`src/rtl/ahb_arbiter.sv`:
```
// Round-robin AHB arbiter: one-hot HGRANT, registered HMASTER/HMASTLOCK.
// Define AHB_ARB_BURST_LIMIT_EN to cap undefined-length INCR bursts at MAX_BEATS.
module ahb_arbiter #(
    parameter int NUM_MASTERS    = 4,
    parameter int MW             = 2,
    parameter int DEFAULT_MASTER = 0,
    parameter int MAX_BEATS      = 16
) (
    input  logic                   HCLK,
    input  logic                   HRESET,
    input  logic [NUM_MASTERS-1:0] HBUSREQ,
    input  logic [NUM_MASTERS-1:0] HLOCK,
    input  logic [1:0]             HTRANS,
    input  logic [2:0]             HBURST,
    input  logic                   HREADY,
    output logic [NUM_MASTERS-1:0] HGRANT,
    output logic [MW-1:0]          HMASTER,
    output logic                   HMASTLOCK
);

    localparam int LIM = (MAX_BEATS > 16) ? MAX_BEATS : 16;
    localparam int CW  = $clog2(LIM + 1);
    localparam logic [MW-1:0] DEF = MW'(DEFAULT_MASTER);
    localparam logic [NUM_MASTERS-1:0] ONE = NUM_MASTERS'(1);

    typedef enum logic [1:0] {PARK, BURST, LOCKED} state_t;

    state_t          state, state_n;
    logic [CW-1:0]   beat_cnt, cnt_n;
    logic            fixed_act, fixed_n;
    logic            incr_act, incr_n;
    logic [MW-1:0]   last_grant, gidx, sel;
    logic            found, ap, freeze, others;
    int              idx;

    always_comb begin
        gidx = '0;
        for (int i = 0; i < NUM_MASTERS; i++)
            if (HGRANT[i]) gidx = MW'(i);
    end

    // Scan starts just past the last winner and wraps back to index 0.
    always_comb begin
        found = 1'b0;
        sel   = DEF;
        idx   = 0;
        for (int i = 1; i <= NUM_MASTERS; i++) begin
            idx = (int'(last_grant) + i) % NUM_MASTERS;
            if (!found && HBUSREQ[MW'(idx)]) begin
                found = 1'b1;
                sel   = MW'(idx);
            end
        end
    end

    assign freeze = HLOCK[gidx];
    assign others = |(HBUSREQ & ~HGRANT);

    // beat_cnt holds the beats still to follow the current address phase.
    always_comb begin
        ap      = 1'b0;
        fixed_n = fixed_act;
        incr_n  = incr_act;
        cnt_n   = beat_cnt;
        unique case (HTRANS)
            2'b00: begin
                ap      = 1'b1;
                fixed_n = 1'b0;
                incr_n  = 1'b0;
                cnt_n   = '0;
            end
            2'b10: begin
                if (HBURST == 3'b000) begin
                    ap      = 1'b1;
                    fixed_n = 1'b0;
                    incr_n  = 1'b0;
                    cnt_n   = '0;
                end else if (HBURST == 3'b001) begin
                    fixed_n = 1'b0;
                    incr_n  = 1'b1;
`ifdef AHB_ARB_BURST_LIMIT_EN
                    cnt_n   = CW'(2);
`else
                    cnt_n   = '0;
`endif
                end else begin
                    fixed_n = 1'b1;
                    incr_n  = 1'b0;
                    unique case (HBURST[2:1])
                        2'b01:   cnt_n = CW'(2);
                        2'b10:   cnt_n = CW'(6);
                        default: cnt_n = CW'(14);
                    endcase
                end
            end
            2'b11: begin
                if (fixed_act) begin
                    ap = (beat_cnt == CW'(1));
                    if (beat_cnt == '0) fixed_n = 1'b0;
                    else                cnt_n   = beat_cnt - CW'(1);
                end else if (incr_act) begin
`ifdef AHB_ARB_BURST_LIMIT_EN
                    if (beat_cnt >= CW'(MAX_BEATS) && others) begin
                        ap      = 1'b1;
                        incr_n  = 1'b0;
                        fixed_n = 1'b1;
                        cnt_n   = '0;
                    end else if (beat_cnt < CW'(MAX_BEATS)) begin
                        cnt_n   = beat_cnt + CW'(1);
                    end
`endif
                end else begin
                    ap = (state == PARK);
                end
            end
            default: ap = !(fixed_act || incr_act);
        endcase
        if (freeze)                   state_n = LOCKED;
        else if (fixed_n || incr_n)   state_n = BURST;
        else                          state_n = PARK;
        if (freeze) ap = 1'b0;
    end

    always_ff @(posedge HCLK or posedge HRESET) begin
        if (HRESET) begin
            HGRANT     <= ONE << DEF;
            HMASTER    <= DEF;
            HMASTLOCK  <= 1'b0;
            beat_cnt   <= '0;
            last_grant <= DEF;
            state      <= PARK;
            fixed_act  <= 1'b0;
            incr_act   <= 1'b0;
        end else if (HREADY) begin
            state     <= state_n;
            fixed_act <= fixed_n;
            incr_act  <= incr_n;
            beat_cnt  <= cnt_n;
            HMASTER   <= gidx;
            HMASTLOCK <= HLOCK[gidx];
            if (ap) begin
                if (found) begin
                    HGRANT     <= ONE << sel;
                    last_grant <= sel;
                end else begin
                    HGRANT     <= ONE << DEF;
                end
            end
        end
    end

endmodule

```
`config.mk`:
```
export PLATFORM = sky130hd
export DESIGN_NAME = ahb_arbiter
export DESIGN_NICKNAME = d
export VERILOG_FILES = /design/src/rtl/ahb_arbiter.sv
export SDC_FILE = /design/constraint.sdc
export NUM_CORES = 1
export LEC_CHECK = 0
export ABC_CLOCK_PERIOD_IN_PS = 3640
export CAP_MARGIN = 20
export CORE_MARGIN = 2
export CORE_UTILIZATION = 43
export DETAILED_ROUTE_END_ITERATION = 12
export GPL_ROUTABILITY_DRIVEN = 0
export HOLD_SLACK_MARGIN = 0.03
export MAX_ROUTING_LAYER = met4
export PLACE_DENSITY = 0.65
export SYNTH_ARGS = -nofsm -noshare
export SYNTH_HDL_FRONTEND = slang
export SYNTH_SLANG_ARGS = --single-unit
```
`constraint.sdc`:
```
create_clock -name HCLK -period 3.64 [get_ports HCLK]
set_input_delay 0.728 -clock HCLK [delete_from_list [all_inputs] [get_ports HCLK]]
set_output_delay 0.728 -clock HCLK [all_outputs]
set_load 0.03 [all_outputs]
```
[After elaboration in Yosys (flattened, before gate mapping)]
Index checks and enable logic that the tools add are counted.
W data, S select, Z words.
Storage, ports and cells
  register bits: 18
Operators by class
  $add $sub $neg: 5
  order comparisons: 5
  equality and inequality tests: 8
  shift-type cells: 1
  muxes and demuxes: 47
  reduce and logical (&&, ||, !) cells: 17
Operator list (count)
  $mux W1: 25
  $lt A2 B4 Y1 const B: 4
  $pmux W5 S3: 1
  $mux W2: 7
  $mux W4: 3
  $bmux W1 S2: 5
  $mux W5: 2
  $pmux W4 S2: 1
  $eq A2 B2 Y1 const B: 3
  $pmux W1 S3: 2
  $eq A5 B1 Y1 const B: 1
  $logic_not A5 Y1: 1
  $sub A5 B1 Y5 const B: 1
  $add A2 B1 Y2 const B: 2
  $add A2 B2 Y2 const B: 2
  $logic_not A1 Y1: 4
  $logic_not A2 Y1: 2
  $ne A2 B2 Y1 const B: 2
  $reduce_and A4 Y1: 1
  $shl A1 B2 Y4 const A: 1
  $eq A3 B1 Y1 const B: 1
  $logic_and A1 B1 Y1: 3
  $logic_not A3 Y1: 1
  $lt A2 B3 Y1 const B: 1
  other kinds (6): 7

[Depth between registers and ports, before layout]
  word-level depth: 16
  mapped depth: 7
  gate-level depth less buffers: 7

[Worst setup path after synthesis]
Ideal clock, no wire load.
  kind: input port to flip-flop
  start: in HTRANS[0]
  end: reg last_grant[0]
  setup time: 0.128 ns
  arrival: 2.089 ns
  data required time: 3.512 ns
  setup slack: 1.423 ns
  cell stages on the path: 5
  buffers on the path: 0
  cells stage by stage: or4_1 -> o31ai_4 -> o2111ai_4 -> a21oi_2 -> mux2_1
Between the ends
  cells in the longest elaborated chain, start to end: 4
RTL lines
  start, declared: RTL line 13  | input logic [1:0] HTRANS,
  $eq A2 B2 Y1 or $logic_not A2 Y1 (tied branches): RTL line 65  | unique case (HTRANS)
  $pmux W1 S3 *: RTL line 65
  $mux W1 *: RTL line 121  | if (freeze) ap = 1'b0;
  $reduce_and A3 Y1 (no source line) *
  end signal, assigned: RTL line 144  | last_grant <= sel;
  end, declared: RTL line 32  | logic [MW-1:0] last_grant, gidx, sel;
Every way passes the cells marked *; elsewhere a longest branch is shown, timed or not.
A chain may end at the register's enable or synchronous reset.

[Worst setup path in the final report]
  start: in HTRANS[0]
  end: reg last_grant[1]
The elaborated chain is that of the path after synthesis.

==> metrics.md <==
| Metric | Value |
|---|---|
| Status | `finished, final reports clean` |
| Mux cell area share after synthesis | `0.0596` |
| Slew Limit Fails | `0` |
| Crit path arrival time | `approximately 2.8 ns` |
| # IOs | `23` |
| Final nets | `~160` |
| Fmax | `between 300 and 400 MHz` |
| CTS tree | `done` |
| Maximum VDD drop | `roughly 0.44 mV` |
| Largest net degree at the start of global routing | `19` |
| Seq cells post-synth | `17` |
| Tot Pwr | `between 0.8 and 0.9 mW` |
| H-tree Lvls | `1` |
| Setup WS pre-CTS | `0.734 ns` |
| # setup viols final | `0` |
| Clk slew on worst S/H paths | `approximately 0.1 ns` |
| Core area | `between 0.002 and 0.0025 mm²` |
| CTS resizes | `0` |
| Hold Crit Class | `flop to flop` |
| Cells after Synth | `roughly 120` |
| CP Buf/Inv Count | `2` |
| WHS | `0.501 ns` |
| Starting DRT DRC Count | `17` |
| Detailed placement HPWL | `approximately 1.8 mm` |
| Synth area leaders | `dfrtp_1 37%, nand2_1 5.5%, a21oi_1 4.1%, nor2_1 3.8%, ha_1 3.4%` |
| Global-route wire length before repair | `3.86 mm` |
| Final setup margin | `just over 1 ns` |
| Wire per inst | `13.5 µm` |
| Adder-Cell Fraction of Synth Area | `0.0344` |
| Initial antenna violation count | `0` |
| GRT Overall Usage | `0.186` |
| CP Cell Sequence | `clkdlybuf4s50_1, buf_4, or4_1, o31ai_4, o2111ai_4, a21oi_2, mux2_1` |
| Largest family of logic cells by synthesized area | `compound AO/OA/AOI/OAI gates` |
| Rel. slew slack | `0.244` |
| Slew @ Worst Pin | `1.12 ns` |
| Post-synthesis sequential area ratio | `0.391` |
| Yosys warning count | `0` |
| Clock Tree Buf Depth | `2` |
| Cts bufs inserted | `3` |
| DIE HEIGHT | `between 50 and 60 µm` |
| Critical path type | `input pin to flop` |
| Syn_area_per_cell | `9.26 µm²` |
| CTS Hold Bufs | `0` |
| Fin crit share | `0.719` |
| Pre-antenna DRT Iters | `4` |
| Starting density of the core | `0.449` |
| CP startpoint kind | `input pin` |
| DRT antenna net count | `0` |
| DRT Wirelength | `2.33 mm` |
| CP max-delay cell | `or4_1` |
| P_leak | `~0.56 nW` |
| Final min period | `2.62 ns` |
| Syn Nets | `roughly 140` |
| Ys async rst share | `1.00` |
| Die area | `just under 0.003 mm²` |
| Yosys cell types | `~40` |
| Data required, critical path | `approximately 3.8 ns` |
| Area post-placement | `0.00135 mm²` |
| Synth area leader | `dfrtp_1` |
| Post-Synth XOR/XNOR Area | `0` |
| Layout cell share with drive strength beyond 1 | `0.120` |
| Skew final | `roughly 0.0011 ns` |
| Pwr dens | `about 620 mW/mm²` |
| N_diodes | `0` |
| Synth Flop Type | `dfrtp_1` |
| Layout area overhead | `25.5%` |
| DRC | `0` |
| Top cell type's share of synthesized area | `0.367` |
| IO Port Bufs | `22` |
| EDFF count, synth | `0` |
| Crit path max-delay family | `buffers and inverters` |
| Largest driver fanout on the critical path | `14` |
| Endpoints failing hold | `0` |
| Via count | `a little over 900` |
| Slowest cell delay on critical path | `~0.58 ns` |
| Final TNS setup | `0 ns` |
| Simple-gate share of the synthesized area | `0.187` |
| Worst-Skew Late Latency | `~0.28 ns` |
| Post-synthesis compound-gate area fraction | `0.286` |
| Postcts setup bufs | `0` |
| Crit end category | `flop` |
| CTS root buf | `clkbuf_4` |
| # clock sinks | `17` |
| Max-cap violations | `0` |
| Fillers | `about 220` |
| GRT overflow | `0` |
| Netlist Area Pre-Place | `between 0.001 and 0.0015 mm²` |
| Vias in the first global route | `roughly 850` |
| Die Width | `roughly 54 µm` |
| RSZ-0062 raised after global routing | `no` |
| Most frequent cells after synthesis | `16 x dfrtp_1, 16 x nand2_1, 11 x nor2_1, 9 x a21oi_1, 7 x inv_1` |
| Post-route cell area | `about 0.0014 mm²` |
| Vias per inst | `~5.4` |
| Row count | `18` |
==> routing by layer <==
| metal | track usage | vias up | wire [µm] |
|---|---|---|---|
| li1 | - | 474 | - |
| met1 | 0.230 | 441 | 1060 |
| met2 | 0.311 | 16 | 1160 |
| met3 | 0.0273 | 4 | 77 |
| met4 | 0.0625 | 0 | 31 |
| met5 | - | - | 0 |
==> state kept, by name, summed over array words and instances (netlist names) <==
signal	count
HMASTLOCK	1
HMASTER	2
HGRANT	4
state	1
fixed_act	1
incr_act	1
beat_cnt	5
last_grant	2
==> path summary, 6_finish.rpt <==
| check | from | end | slack (ns) | depth (start not counted) |
|---|---|---|---|---|
| min reg2reg | HGRANT[0] | HGRANT[0] | 0.50 | 2 |
| max | HTRANS[0] | last_grant[1] | 1.02 | 7 |
| max in group asynchronous | HRESET | HMASTLOCK | 2.39 | 2 |
| min | HGRANT[0] | HGRANT[0] | 0.50 | 2 |
| max reg2reg | beat_cnt[1] | last_grant[1] | 1.39 | 7 |
| min in group asynchronous | HRESET | last_grant[1] | 0.83 | 2 |
==> logic make-up after synthesis <==
logic type,Yosys count
simple gates,42
compound gates,39
flops,17
buf+inv,11
fa+ha+maj,3
mux,6
==> per-stage QoR <==
stage                     std cells  utilization
after floorplan                 118            -
after global placement          168        0.553
after detailed placement        168        0.553
after CTS                       172        0.564
after global routing            172        0.564
final                           172        0.564
==> layout by cell type, fill, tap and decap left out, drive strengths merged <==
master / count
clkdlybuf4s50: 22
dfrtp: 16
nand2: 16
nor2: 11
a21oi: 10
o21ai: 9
inv: 7
clkbuf: 4
mux2: 4
nand2b: 3
o22ai: 3
a21o: 3
ha: 3
nor2b: 3
nor3: 2
a31oi: 2
mux2i: 2
a21boi: 2
nand3: 2
o311ai: 2
buf: 2
o31ai: 2
dfstp: 1
nor4: 1
o311a: 1
or2: 1
a221o: 1
or4: 1
or4b: 1
o221ai: 1
o2111ai: 1
a2111oi: 1
o21bai: 1
nand4b: 1
==> cell type report <==
class | instances | area, µm² | area share
multi-input cells | 90 | 619 | 0.452
flip-flops and latches | 17 | 427 | 0.311
repair buffers | 24 | 235 | 0.172
well taps | 30 | 37.5 | 0.0274
clock buffers | 4 | 26.3 | 0.0192
inverters | 7 | 26.3 | 0.0192
==> worst register-to-register path, stage by stage, from the launching register on <==
cell and delay [ns]:
dfrtp_1 0.42, inv_1 0.12, ha_1 0.14, or4b_4 0.49, o221ai_4 0.18, o2111ai_4 0.23, a21oi_2 0.21, mux2_1 0.35
==> report_power, final <==
part | internal (mW) | switching, mW
clock | 0.0425 | 0.0582
combinational | 0.189 | 0.226
sequential | 0.259 | 0.0761
total | 0.490 | 0.360
(Power assumes the default switching activity.)
